--- src/rtl/uart_pkg.sv ---
// Shared types for the UART transmit-side scheduler.
package uart_pkg;
    typedef enum logic [1:0] {IDLE, SEND, FLUSH} tx_sched_state_t;
    typedef enum logic {PRIO_A, PRIO_B} prio_t;
endpackage

--- src/rtl/fifo_sync.sv ---
// Synchronous FIFO with a registered read port: dout changes only on a pop.
module fifo_sync #(
    parameter int WIDTH     = 8,
    parameter int DEPTH     = 4,
    parameter int ADDR_BITS = 2
) (
    input  logic             clk,
    input  logic             rst,
    input  logic             wr_en,
    input  logic [WIDTH-1:0] din,
    input  logic             rd_en,
    output logic [WIDTH-1:0] dout,
    output logic             full,
    output logic             empty
);
    localparam logic [ADDR_BITS:0] DEPTH_CNT = (ADDR_BITS+1)'(DEPTH);

    // One extra pointer bit distinguishes full from empty.
    logic [ADDR_BITS:0]              wr_ptr_q, wr_ptr_d, rd_ptr_q, rd_ptr_d;
    logic [DEPTH-1:0][WIDTH-1:0]     mem_q, mem_d;
    logic [WIDTH-1:0]                dout_q, dout_d;

    assign full  = (wr_ptr_q - rd_ptr_q) == DEPTH_CNT;
    assign empty = wr_ptr_q == rd_ptr_q;
    assign dout  = dout_q;

    always_comb begin
        wr_ptr_d = wr_ptr_q;
        rd_ptr_d = rd_ptr_q;
        mem_d    = mem_q;
        dout_d   = dout_q;
        if (wr_en && !full) begin
            mem_d[wr_ptr_q[ADDR_BITS-1:0]] = din;
            wr_ptr_d = wr_ptr_q + 1'b1;
        end
        if (rd_en && !empty) begin
            dout_d   = mem_q[rd_ptr_q[ADDR_BITS-1:0]];
            rd_ptr_d = rd_ptr_q + 1'b1;
        end
    end

    always_ff @(posedge clk) begin
        if (rst) begin
            wr_ptr_q <= '0;
            rd_ptr_q <= '0;
            dout_q   <= '0;
        end else begin
            wr_ptr_q <= wr_ptr_d;
            rd_ptr_q <= rd_ptr_d;
            dout_q   <= dout_d;
        end
    end

    always_ff @(posedge clk) mem_q <= mem_d;
endmodule

--- src/rtl/uart_tx_sched.sv ---
// Round-robin merge of two byte producers into one TX FIFO, drained to the
// UART transmitter through a valid/ready handshake with flush support.
module uart_tx_sched
    import uart_pkg::*;
#(
    parameter int WIDTH     = 8,
    parameter int DEPTH     = 4,
    parameter int ADDR_BITS = 2
) (
    input  logic             clk,
    input  logic             rst,
    input  logic             a_valid,
    input  logic [WIDTH-1:0] a_data,
    output logic             a_ready,
    input  logic             b_valid,
    input  logic [WIDTH-1:0] b_data,
    output logic             b_ready,
    input  logic             en,
    input  logic             flush,
    output logic             tx_valid,
    output logic [WIDTH-1:0] tx_data,
    input  logic             tx_ready,
    output logic             busy
);
    tx_sched_state_t  state_q, state_d;
    prio_t            prio_q, prio_d;
    logic             flush_pend_q, flush_pend_d;
    logic             tx_valid_q, tx_valid_d;
    logic             full, empty, wr_en, rd_en, fifo_rst, flush_blk;
    logic             grant_a, grant_b;
    logic [WIDTH-1:0] din;

    assign flush_blk = flush | flush_pend_q | (state_q == FLUSH);
    assign grant_a   = a_valid & (!b_valid | (prio_q == PRIO_A));
    assign grant_b   = b_valid & !grant_a;
    assign a_ready   = grant_a & !full & !flush_blk & !rst;
    assign b_ready   = grant_b & !full & !flush_blk & !rst;
    assign wr_en     = (a_ready & a_valid) | (b_ready & b_valid);
    assign din       = grant_a ? a_data : b_data;
    // A pending flush wins over a pop so queued bytes are never sent after it.
    assign rd_en     = (state_q == IDLE) & !flush & !flush_pend_q & en & !empty;
    assign fifo_rst  = rst | (state_q == FLUSH);
    assign tx_valid  = tx_valid_q;
    assign busy      = (state_q != IDLE) | !empty;

    fifo_sync #(.WIDTH(WIDTH), .DEPTH(DEPTH), .ADDR_BITS(ADDR_BITS)) u_fifo (
        .clk   (clk),
        .rst   (fifo_rst),
        .wr_en (wr_en),
        .din   (din),
        .rd_en (rd_en),
        .dout  (tx_data),
        .full  (full),
        .empty (empty)
    );

    always_comb begin
        prio_d       = prio_q;
        state_d      = state_q;
        flush_pend_d = flush_pend_q;
        if (wr_en) prio_d = grant_a ? PRIO_B : PRIO_A;
        case (state_q)
            IDLE: begin
                if (flush || flush_pend_q) state_d = FLUSH;
                else if (rd_en)            state_d = SEND;
            end
            SEND: begin
                if (flush) flush_pend_d = 1'b1;
                if (tx_ready) state_d = (flush || flush_pend_q) ? FLUSH : IDLE;
            end
            FLUSH: begin
                flush_pend_d = 1'b0;
                state_d      = IDLE;
            end
            default: state_d = IDLE;
        endcase
        tx_valid_d = (state_d == SEND);
    end

    always_ff @(posedge clk) begin
        if (rst) begin
            state_q      <= IDLE;
            prio_q       <= PRIO_A;
            flush_pend_q <= 1'b0;
            tx_valid_q   <= 1'b0;
        end else begin
            state_q      <= state_d;
            prio_q       <= prio_d;
            flush_pend_q <= flush_pend_d;
            tx_valid_q   <= tx_valid_d;
        end
    end
endmodule

--- config.mk ---
export PLATFORM = sky130hd
export DESIGN_NAME = uart_tx_sched
export DESIGN_NICKNAME = d
export VERILOG_FILES = /design/src/rtl/uart_pkg.sv /design/src/rtl/fifo_sync.sv /design/src/rtl/uart_tx_sched.sv
export SDC_FILE = /design/constraint.sdc
export NUM_CORES = 1
export LEC_CHECK = 0
export ABC_CLOCK_PERIOD_IN_PS = 3850
export CAP_MARGIN = 20
export CELL_PAD_IN_SITES_DETAIL_PLACEMENT = 1
export CELL_PAD_IN_SITES_GLOBAL_PLACEMENT = 1
export CORE_MARGIN = 4
export CORE_UTILIZATION = 47
export DETAILED_ROUTE_END_ITERATION = 16
export GPL_ROUTABILITY_DRIVEN = 0
export PLACE_DENSITY_LB_ADDON = 0.1
export REMOVE_ABC_BUFFERS = 1
export SLEW_MARGIN = 40
export SYNTH_ARGS = -nofsm -noshare
export SYNTH_HDL_FRONTEND = slang
export SYNTH_SLANG_ARGS = --single-unit
--- constraint.sdc ---
create_clock -name clk -period 3.85 [get_ports clk]
set_input_delay 0.385 -clock clk [delete_from_list [all_inputs] [get_ports clk]]
set_output_delay 0.385 -clock clk [all_outputs]
set_load 0.01 [all_outputs]
==> results of run 1 <==
-- cell usage after synthesis (2+ instances only) --
| cell type | count |
|---|---|
| a211oi_1 | 2 |
| a21oi_1 | 2 |
| clkbuf_1 | 2 |
| dfxtp_1 | 19 |
| edfxtp_1 | 32 |
| ha_1 | 7 |
| inv_1 | 9 |
| mux2_2 | 8 |
| mux2i_1 | 11 |
| mux4_2 | 8 |
| nand2_1 | 6 |
| nand2b_1 | 4 |
| nor2_1 | 21 |
| nor2b_1 | 3 |
| o211ai_1 | 2 |
-- path summary, 6_finish.rpt --
check	start	slack, ns	end	cells after the start
hold reg to reg	u_fifo.dout[0]$_SDFFE_PP0P_	0.50	u_fifo.dout[0]$_SDFFE_PP0P_	2
setup reg to reg	u_fifo.wr_ptr_q[0]$_SDFFE_PP0P_	1.52	u_fifo.mem_q[23]$_DFFE_PP_	6
setup / recovery	u_fifo.wr_ptr_q[0]$_SDFFE_PP0P_	1.14	b_ready	7
hold / removal	u_fifo.dout[0]$_SDFFE_PP0P_	0.50	u_fifo.dout[0]$_SDFFE_PP0P_	2
-- power by group through the flow --
stage | Sequential, W | Clock (W) | Combinational, W
floorplan | 0.000619 | 0 | 0.0000648
global placement | 0.000617 | 0 | 0.000118
detailed placement | 0.000618 | 0 | 0.000124
CTS | 0.000606 | 0.000332 | 0.000125
global route | 0.000608 | 0.000361 | 0.000134
finish | 0.000606 | 0.000322 | 0.000123
-- layer usage --
layer / part of all wire [%] / up-vias / GRT usage [%] / wire [um]
met1: 43 / 672 / 20.2 / 1920
met2: 52 / 37 / 28.7 / 2310
met3: 3.3 / 5 / 3.78 / 147
met4: 1.2 / 0 / 5.98 / 53
li1: - / 629 / - / -
met5: 0 / - / 0 / 0
-- cell type report --
class	instances	area share (%)
clock inverters	2	0.600
inverters	9	1.25
well taps	52	2.40
multi-input cells	89	30.1
repair buffers	36	13.1
clock buffers	6	3.05
flip-flops and latches	51	49.5
-- metrics by stage --
step | setup WS, ns | cell area [um2]
floorplan | 1.69 | 2180
global placement | 1.32 | 2600
detailed placement | 1.27 | 2610
CTS | 1.12 | 2710
global route | 0.969 | 2710
finish | 1.14 | 2710
-- sequential cells by signal (all words and copies together) (netlist names) --
name / flops
u_fifo.rd_ptr_q: 3
u_fifo.wr_ptr_q: 3
u_fifo.dout: 8
prio_q: 1
u_fifo.mem_q: 32
tx_valid: 1
flush_pend_q: 1
state_q: 2
-- layout by cell type (no fill, tap or decap), types with 2 or more instances in the layout --
cell type	instances
clkdlybuf4s50_1	34
edfxtp_1	32
nor2_1	21
dfxtp_1	19
mux2i_1	11
inv_1	9
mux2_2	8
mux4_2	8
ha_1	7
nand2_1	6
clkbuf_8	6
nand2b_1	4
nor2b_1	3
o211ai_1	2
a21oi_1	2
a211oi_1	2
buf_4	2
-- worst min-delay path, delay by kind of cell (launching register included) --
family           cells  cell delay, ns
multiplexers         1            0.07
AND/OR/NAND/NOR      1            0.07
flip-flops           1            0.33
-- logic make-up after synthesis --
logic type,Yosys count,share of synthesized area (%)
AO/OA/AOI/OAI,12,4.43
adder cells (fa/ha/maj),7,3.98
XOR/XNOR,3,1.54
AND/OR/NAND/NOR,39,8.70
multiplexers,28,18.0
buffers and inverters,13,2.44
flip-flops,51,60.9
==> impl_metrics.prom, run 1 <==
# TYPE chip_impl_metric gauge
chip_impl_info{name="worst_setup_path_start_kind",value="flip-flop"} 1
chip_impl_info{name="synth_top_flop_cell",value="edfxtp_1"} 1
chip_impl_metric{name="cp.arrival",unit="ns"} 2.33
chip_impl_metric{name="drv_slew",unit=""} 0
chip_impl_metric{name="avgSynthCellArea",unit="um2"} 14.4
chip_impl_metric{name="internal-power",unit="W"} 0.000808
chip_impl_metric{name="drt_pass1_iterations",unit=""} 4
chip_impl_metric{name="grt_max_degree",unit=""} 17
chip_impl_info{name="cell_by_cell_listing_of_the_critical_path",value="inv_1, ha_1, nor2b_1, xnor2_1, o2111ai_1, nor2_1, clkdlybuf4s50_1"} 1
chip_impl_info{name="critPathTopFamily",value="buffers and inverters"} 1
chip_impl_metric{name="crit_required",unit="ns"} 3.46
chip_impl_metric{name="cts_max_level",unit=""} 2
chip_impl_metric{name="final.hold.worst_slack",unit="ns"} 0.503
chip_impl_metric{name="dpl.hpwl",unit="um"} 3240
chip_impl_metric{name="track_usage",unit="%"} 16.6
chip_impl_metric{name="critical_path_buf_inv_count",unit=""} 2
chip_impl_metric{name="max-vdd-ir-drop",unit="mV"} 0.236
chip_impl_metric{name="netlist_area",unit="um2"} 2200
chip_impl_metric{name="critPathMaxFanout",unit=""} 5
chip_impl_metric{name="seqPwrFrac",unit="%"} 57.6
chip_impl_metric{name="ff_latch_area",unit="um2"} 1340
chip_impl_metric{name="clock-sinks",unit=""} 51
chip_impl_metric{name="relSlewSlack",unit="%"} 47.8
chip_impl_info{name="cts.root.buffer_cell",value="clkbuf_8"} 1
chip_impl_metric{name="via_count_of_the_first_global_routing_pass",unit=""} 1437
chip_impl_metric{name="cts_hold_repair.buffers",unit=""} 0
chip_impl_metric{name="fin_crit_sh",unit="%"} 70.5
chip_impl_metric{name="area_delta_synth_final",unit="%"} 23.2
chip_impl_metric{name="synth.ff_latch_count",unit=""} 51
chip_impl_metric{name="synthArstFlopShare",unit="%"} 0
chip_impl_metric{name="synthesis.instances",unit=""} 153
chip_impl_metric{name="cts-buffers-inserted",unit=""} 5
chip_impl_metric{name="yosys.cell_types.count",unit=""} 32
chip_impl_metric{name="slowest_delay",unit="ns"} 0.56
chip_impl_metric{name="finalClockSkew",unit="ns"} 0.00685
chip_impl_metric{name="initialDrtViolationCount",unit=""} 35
chip_impl_metric{name="via_count",unit=""} 1343
chip_impl_metric{name="global_route_wire_length_before_repair",unit="um"} 7430
chip_impl_metric{name="multiInputGateArea",unit="um2"} 817
chip_impl_metric{name="grt_antenna_before_repair",unit=""} 0
chip_impl_metric{name="viasPerCell",unit=""} 5.48
chip_impl_info{name="synth_top_cells_by_area",value="edfxtp_1, dfxtp_1, mux4_2"} 1
chip_impl_metric{name="drt.antenna.violating_nets",unit=""} 0
chip_impl_metric{name="design.final.nets",unit=""} 222
chip_impl_metric{name="floorplan.die.height",unit="um"} 76.4
chip_impl_info{name="worst_setup_path_end_kind",value="output port"} 1
chip_impl_metric{name="initial_util",unit="%"} 49.5
chip_impl_metric{name="yosysSeqAreaShare",unit="%"} 60.9
chip_impl_metric{name="setup_violators_final",unit=""} 0
chip_impl_metric{name="max_cap_violation_count",unit=""} 0
chip_impl_info{name="cts_tree",value="yes"} 1
chip_impl_info{name="slowest_cp_cell",value="clkdlybuf4s50_1"} 1
chip_impl_metric{name="floorplan.die_area",unit="um2"} 5840
chip_impl_metric{name="wl",unit="um"} 4430
chip_impl_metric{name="switching_share",unit="%"} 23.1
chip_impl_metric{name="globalRoute.totalOverflow",unit=""} 0
chip_impl_metric{name="clk_latency",unit="ns"} 0.30
chip_impl_metric{name="post-route-util",unit="%"} 61.0
chip_impl_metric{name="design_power_total",unit="W"} 0.00105
chip_impl_metric{name="ys.warnings.count",unit=""} 0
chip_impl_metric{name="power_density",unit="nW/um2"} 387
chip_impl_metric{name="floorplan.die.width",unit="um"} 76.4
chip_impl_metric{name="placement_rows",unit=""} 24
chip_impl_metric{name="final_cell_count_no_fill",unit=""} 245
chip_impl_metric{name="synth_edf_count",unit=""} 32
chip_impl_metric{name="post_drt_wl_per_cell",unit="um"} 18.1
chip_impl_info{name="start_to_end_type_of_the_worst_setup_path",value="flip-flop to output port"} 1
chip_impl_metric{name="cts-resized-gates",unit=""} 0
chip_impl_metric{name="tns",unit="ns"} 0
chip_impl_metric{name="layout.filler_cells",unit=""} 434
chip_impl_metric{name="placed_cells",unit=""} 237
chip_impl_metric{name="placement.io_buffers",unit=""} 34
chip_impl_metric{name="pin_count",unit=""} 35
chip_impl_metric{name="post_cts_buffers",unit=""} 0
chip_impl_info{name="status",value="finished clean"} 1
chip_impl_info{name="rsz0062_at_grt",value="no"} 1
chip_impl_metric{name="fmax",unit="MHz"} 368
chip_impl_metric{name="max_slew.worst_pin.slew",unit="ns"} 0.780
chip_impl_info{name="min-delay-path-class",value="flip-flop to flip-flop"} 1
chip_impl_metric{name="power_frac_comb",unit="%"} 11.7
chip_impl_metric{name="antenna_cells",unit=""} 0
chip_impl_metric{name="clkPwrFrac",unit="%"} 30.6
chip_impl_info{name="yosys.area.top_type",value="edfxtp_1"} 1
chip_impl_metric{name="remaining_drc_errors",unit=""} 0
chip_impl_metric{name="cts_max_path_buffers",unit=""} 2
chip_impl_metric{name="post_route_cells_drive_above_1_share",unit="%"} 17.1
chip_impl_metric{name="core",unit="um2"} 4440
chip_impl_metric{name="finalHoldViolations",unit=""} 0
chip_impl_metric{name="synth_top_area_share",unit="%"} 43.7
chip_impl_metric{name="cts.clk_slew.worst_paths",unit="ns"} 0.09
chip_impl_metric{name="net-switching-power",unit="W"} 0.000243
chip_impl_metric{name="static_leak",unit="nW"} 1.01
chip_impl_metric{name="period_needed",unit="ns"} 2.71
No activity file was read; power rests on OpenSTA's default activity.
==> run 2, diff against run 1 <==
--- a/config.mk
+++ b/config.mk
@@ -5,12 +5,12 @@
 export SDC_FILE = /design/constraint.sdc
 export NUM_CORES = 1
 export LEC_CHECK = 0
-export ABC_CLOCK_PERIOD_IN_PS = 3850
+export ABC_CLOCK_PERIOD_IN_PS = 2550
 export CAP_MARGIN = 20
 export CELL_PAD_IN_SITES_DETAIL_PLACEMENT = 1
 export CELL_PAD_IN_SITES_GLOBAL_PLACEMENT = 1
 export CORE_MARGIN = 4
-export CORE_UTILIZATION = 47
+export CORE_UTILIZATION = 43
 export DETAILED_ROUTE_END_ITERATION = 16
 export GPL_ROUTABILITY_DRIVEN = 0
 export PLACE_DENSITY_LB_ADDON = 0.1
==> constraint.sdc (replaced) <==
create_clock -name clk -period 2.55 [get_ports clk]
set_input_delay 0.255 -clock clk [delete_from_list [all_inputs] [get_ports clk]]
set_output_delay 0.255 -clock clk [all_outputs]
set_load 0.01 [all_outputs]
==> impl_metrics.prom, run 2 (synthesis gave the netlist of run 1 again) <==
# TYPE chip_impl_metric gauge
chip_impl_info{name="final_cell_mix",value="clkdlybuf4s50_1, edfxtp_1, nor2_1"} 1
chip_impl_metric{name="slowest_delay",unit="ns"} 0.57
chip_impl_metric{name="cts-buffers-inserted",unit=""} 5
chip_impl_info{name="worst_setup_path_end_kind",value="output port"} 1
chip_impl_metric{name="grt_max_degree",unit=""} 17
chip_impl_metric{name="drt_pass1_iterations",unit=""} 4
chip_impl_metric{name="cts_max_level",unit=""} 2
chip_impl_metric{name="setup_violators_final",unit=""} 0
chip_impl_metric{name="net-switching-power",unit="W"} 0.000373
chip_impl_metric{name="wl",unit="um"} 4740
chip_impl_metric{name="post-route-util",unit="%"} 58.4
chip_impl_metric{name="cts.clk_slew.worst_paths",unit="ns"} 0.09
chip_impl_metric{name="floorplan.die.width",unit="um"} 79.5
chip_impl_metric{name="period_needed",unit="ns"} 2.40
chip_impl_metric{name="finalHoldViolations",unit=""} 0
chip_impl_metric{name="power_frac_comb",unit="%"} 11.8
chip_impl_metric{name="cts_max_path_buffers",unit=""} 2
chip_impl_metric{name="met3_length",unit="um"} 302
chip_impl_metric{name="drt.antenna.violating_nets",unit=""} 0
chip_impl_metric{name="static_leak",unit="nW"} 1.07
chip_impl_metric{name="global_route_wire_length_before_repair",unit="um"} 7570
chip_impl_info{name="cell_by_cell_listing_of_the_critical_path",value="inv_1, ha_1, nor2b_1, xnor2_2, o211ai_1, nor2_1, clkdlybuf4s50_1"} 1
chip_impl_metric{name="clock-sinks",unit=""} 51
chip_impl_metric{name="final.hold.worst_slack",unit="ns"} 0.481
chip_impl_metric{name="crit_required",unit="ns"} 2.30
chip_impl_metric{name="placement_rows",unit=""} 25
chip_impl_metric{name="via_count",unit=""} 1386
chip_impl_metric{name="critPathMaxFanout",unit=""} 5
chip_impl_metric{name="placement.io_buffers",unit=""} 34
chip_impl_metric{name="post_drt_wl_per_cell",unit="um"} 17.6
chip_impl_metric{name="clkPwrFrac",unit="%"} 34.6
chip_impl_metric{name="detailroute.wirelength.met2",unit="um"} 2460
chip_impl_metric{name="max-vdd-ir-drop",unit="mV"} 0.346
chip_impl_metric{name="grt_antenna_before_repair",unit=""} 0
chip_impl_metric{name="viasPerCell",unit=""} 5.15
chip_impl_metric{name="globalRoute.totalOverflow",unit=""} 0
chip_impl_info{name="slowest_cp_cell",value="clkdlybuf4s50_1"} 1
chip_impl_metric{name="post_route_m1_wl",unit="um"} 1860
chip_impl_metric{name="floorplan.die_area",unit="um2"} 6330
chip_impl_metric{name="design_power_total",unit="W"} 0.00170
chip_impl_metric{name="power_density",unit="nW/um2"} 602
chip_impl_metric{name="cp.arrival",unit="ns"} 2.14
chip_impl_metric{name="via_count_of_the_first_global_routing_pass",unit=""} 1482
chip_impl_metric{name="fin_crit_sh",unit="%"} 94.1
chip_impl_metric{name="dpl.hpwl",unit="um"} 3410
chip_impl_metric{name="initial_util",unit="%"} 45.4
chip_impl_metric{name="tns",unit="ns"} 0
chip_impl_metric{name="track_usage",unit="%"} 16.5
chip_impl_metric{name="layout.filler_cells",unit=""} 476
chip_impl_metric{name="largest_register_ffs",unit=""} 32
chip_impl_metric{name="remaining_drc_errors",unit=""} 0
chip_impl_info{name="layout.cells.most_common",value="clkdlybuf4s50_1"} 1
chip_impl_info{name="min-delay-path-class",value="flip-flop to flip-flop"} 1
chip_impl_metric{name="switching_share",unit="%"} 21.9
chip_impl_metric{name="area_delta_synth_final",unit="%"} 28.6
chip_impl_info{name="start_to_end_type_of_the_worst_setup_path",value="flip-flop to output port"} 1
chip_impl_metric{name="core",unit="um2"} 4850
chip_impl_metric{name="max_cap_violation_count",unit=""} 0
chip_impl_metric{name="clk_latency",unit="ns"} 0.30
chip_impl_metric{name="critical_path_buf_inv_count",unit=""} 2
chip_impl_metric{name="floorplan.die.height",unit="um"} 79.5
chip_impl_metric{name="drv_slew",unit=""} 0
chip_impl_info{name="rsz0062_at_grt",value="no"} 1
chip_impl_info{name="status",value="finished clean"} 1
chip_impl_metric{name="initialDrtViolationCount",unit=""} 57
chip_impl_info{name="maxUsedRoutingLayer",value="met4"} 1
chip_impl_metric{name="relSlewSlack",unit="%"} 61.5
chip_impl_info{name="cts_tree",value="yes"} 1
chip_impl_metric{name="post_route_cells_drive_above_1_share",unit="%"} 21.8
chip_impl_metric{name="antenna_cells",unit=""} 0
chip_impl_metric{name="cts_hold_repair.buffers",unit=""} 0
chip_impl_metric{name="max_slew.worst_pin.slew",unit="ns"} 0.578
chip_impl_metric{name="seqPwrFrac",unit="%"} 53.7
chip_impl_info{name="cts.root.buffer_cell",value="clkbuf_8"} 1
chip_impl_metric{name="pin_count",unit=""} 35
chip_impl_info{name="worst_setup_path_start_kind",value="flip-flop"} 1
chip_impl_metric{name="design.final.nets",unit=""} 231
chip_impl_metric{name="finalClockSkew",unit="ns"} 0.00285
chip_impl_info{name="regMostFlops",value="u_fifo.mem_q"} 1
chip_impl_metric{name="internal-power",unit="W"} 0.00133
chip_impl_metric{name="fmax",unit="MHz"} 417
chip_impl_info{name="critPathTopFamily",value="buffers and inverters"} 1
## run 2: worst paths after layout
path,from,to,slack [ns],cells after the start
min,flush_pend_q$_SDFFE_PP0P_,flush_pend_q$_SDFFE_PP0P_,0.48,2
min reg2reg,flush_pend_q$_SDFFE_PP0P_,flush_pend_q$_SDFFE_PP0P_,0.48,2
max reg2reg,u_fifo.wr_ptr_q[0]$_SDFFE_PP0P_,u_fifo.dout[2]$_SDFFE_PP0P_,0.52,7
max,u_fifo.wr_ptr_q[0]$_SDFFE_PP0P_,a_ready,0.15,7
## run 2: tightest hold or removal path: stages (launching register included)
cell and delay (ns):
dfxtp_1 0.33, nand2_1 0.06, a21oi_1 0.05
## run 2: layout make-up
cell class / count / area [um2] / share of cell area, %
repair buffers: 45 / 435 / 15.4
well taps: 67 / 83.8 / 2.96
flip-flops and latches: 51 / 1340 / 47.4
clock buffers: 6 / 82.6 / 2.92
inverters: 9 / 33.8 / 1.19
multi-input cells: 89 / 813 / 28.7
clock inverters: 2 / 38.8 / 1.37
## run 2: metrics by stage
step	cell area [um2]	instances	setup WS (ns)
detailed placement	2690	260	0.268
finish	2830	269	0.151
global route	2830	269	0.0101
global placement	2690	260	0.407
floorplan	2180	149	0.387
CTS	2820	268	0.0201
## run 2: routing by layer
layer,global-route usage [%],vias to the layer above
met2,28.9,37
li1,-,652
met5,0,-
met3,5.53,9
met4,7.04,0
met1,18.3,688
## run 2: power by group through the flow
stage | sequential (W) | combinational [W] | clock [W]
6_report | 0.000914 | 0.000201 | 0.000589
3_3_place_gp | 0.000931 | 0.000190 | 0
4_1_cts | 0.000914 | 0.000201 | 0.000613
2_1_floorplan | 0.000934 | 0.0000979 | 0
5_1_grt | 0.000917 | 0.000219 | 0.000645
3_5_place_dp | 0.000933 | 0.000199 | 0
## run 2: timing repair
item                       4_1_cts  5_1_grt
resized for setup                1        1
setup buffers                    0        1
pin swaps                        0        1
cloned                           0        0
setup endpoints to repair        2        2
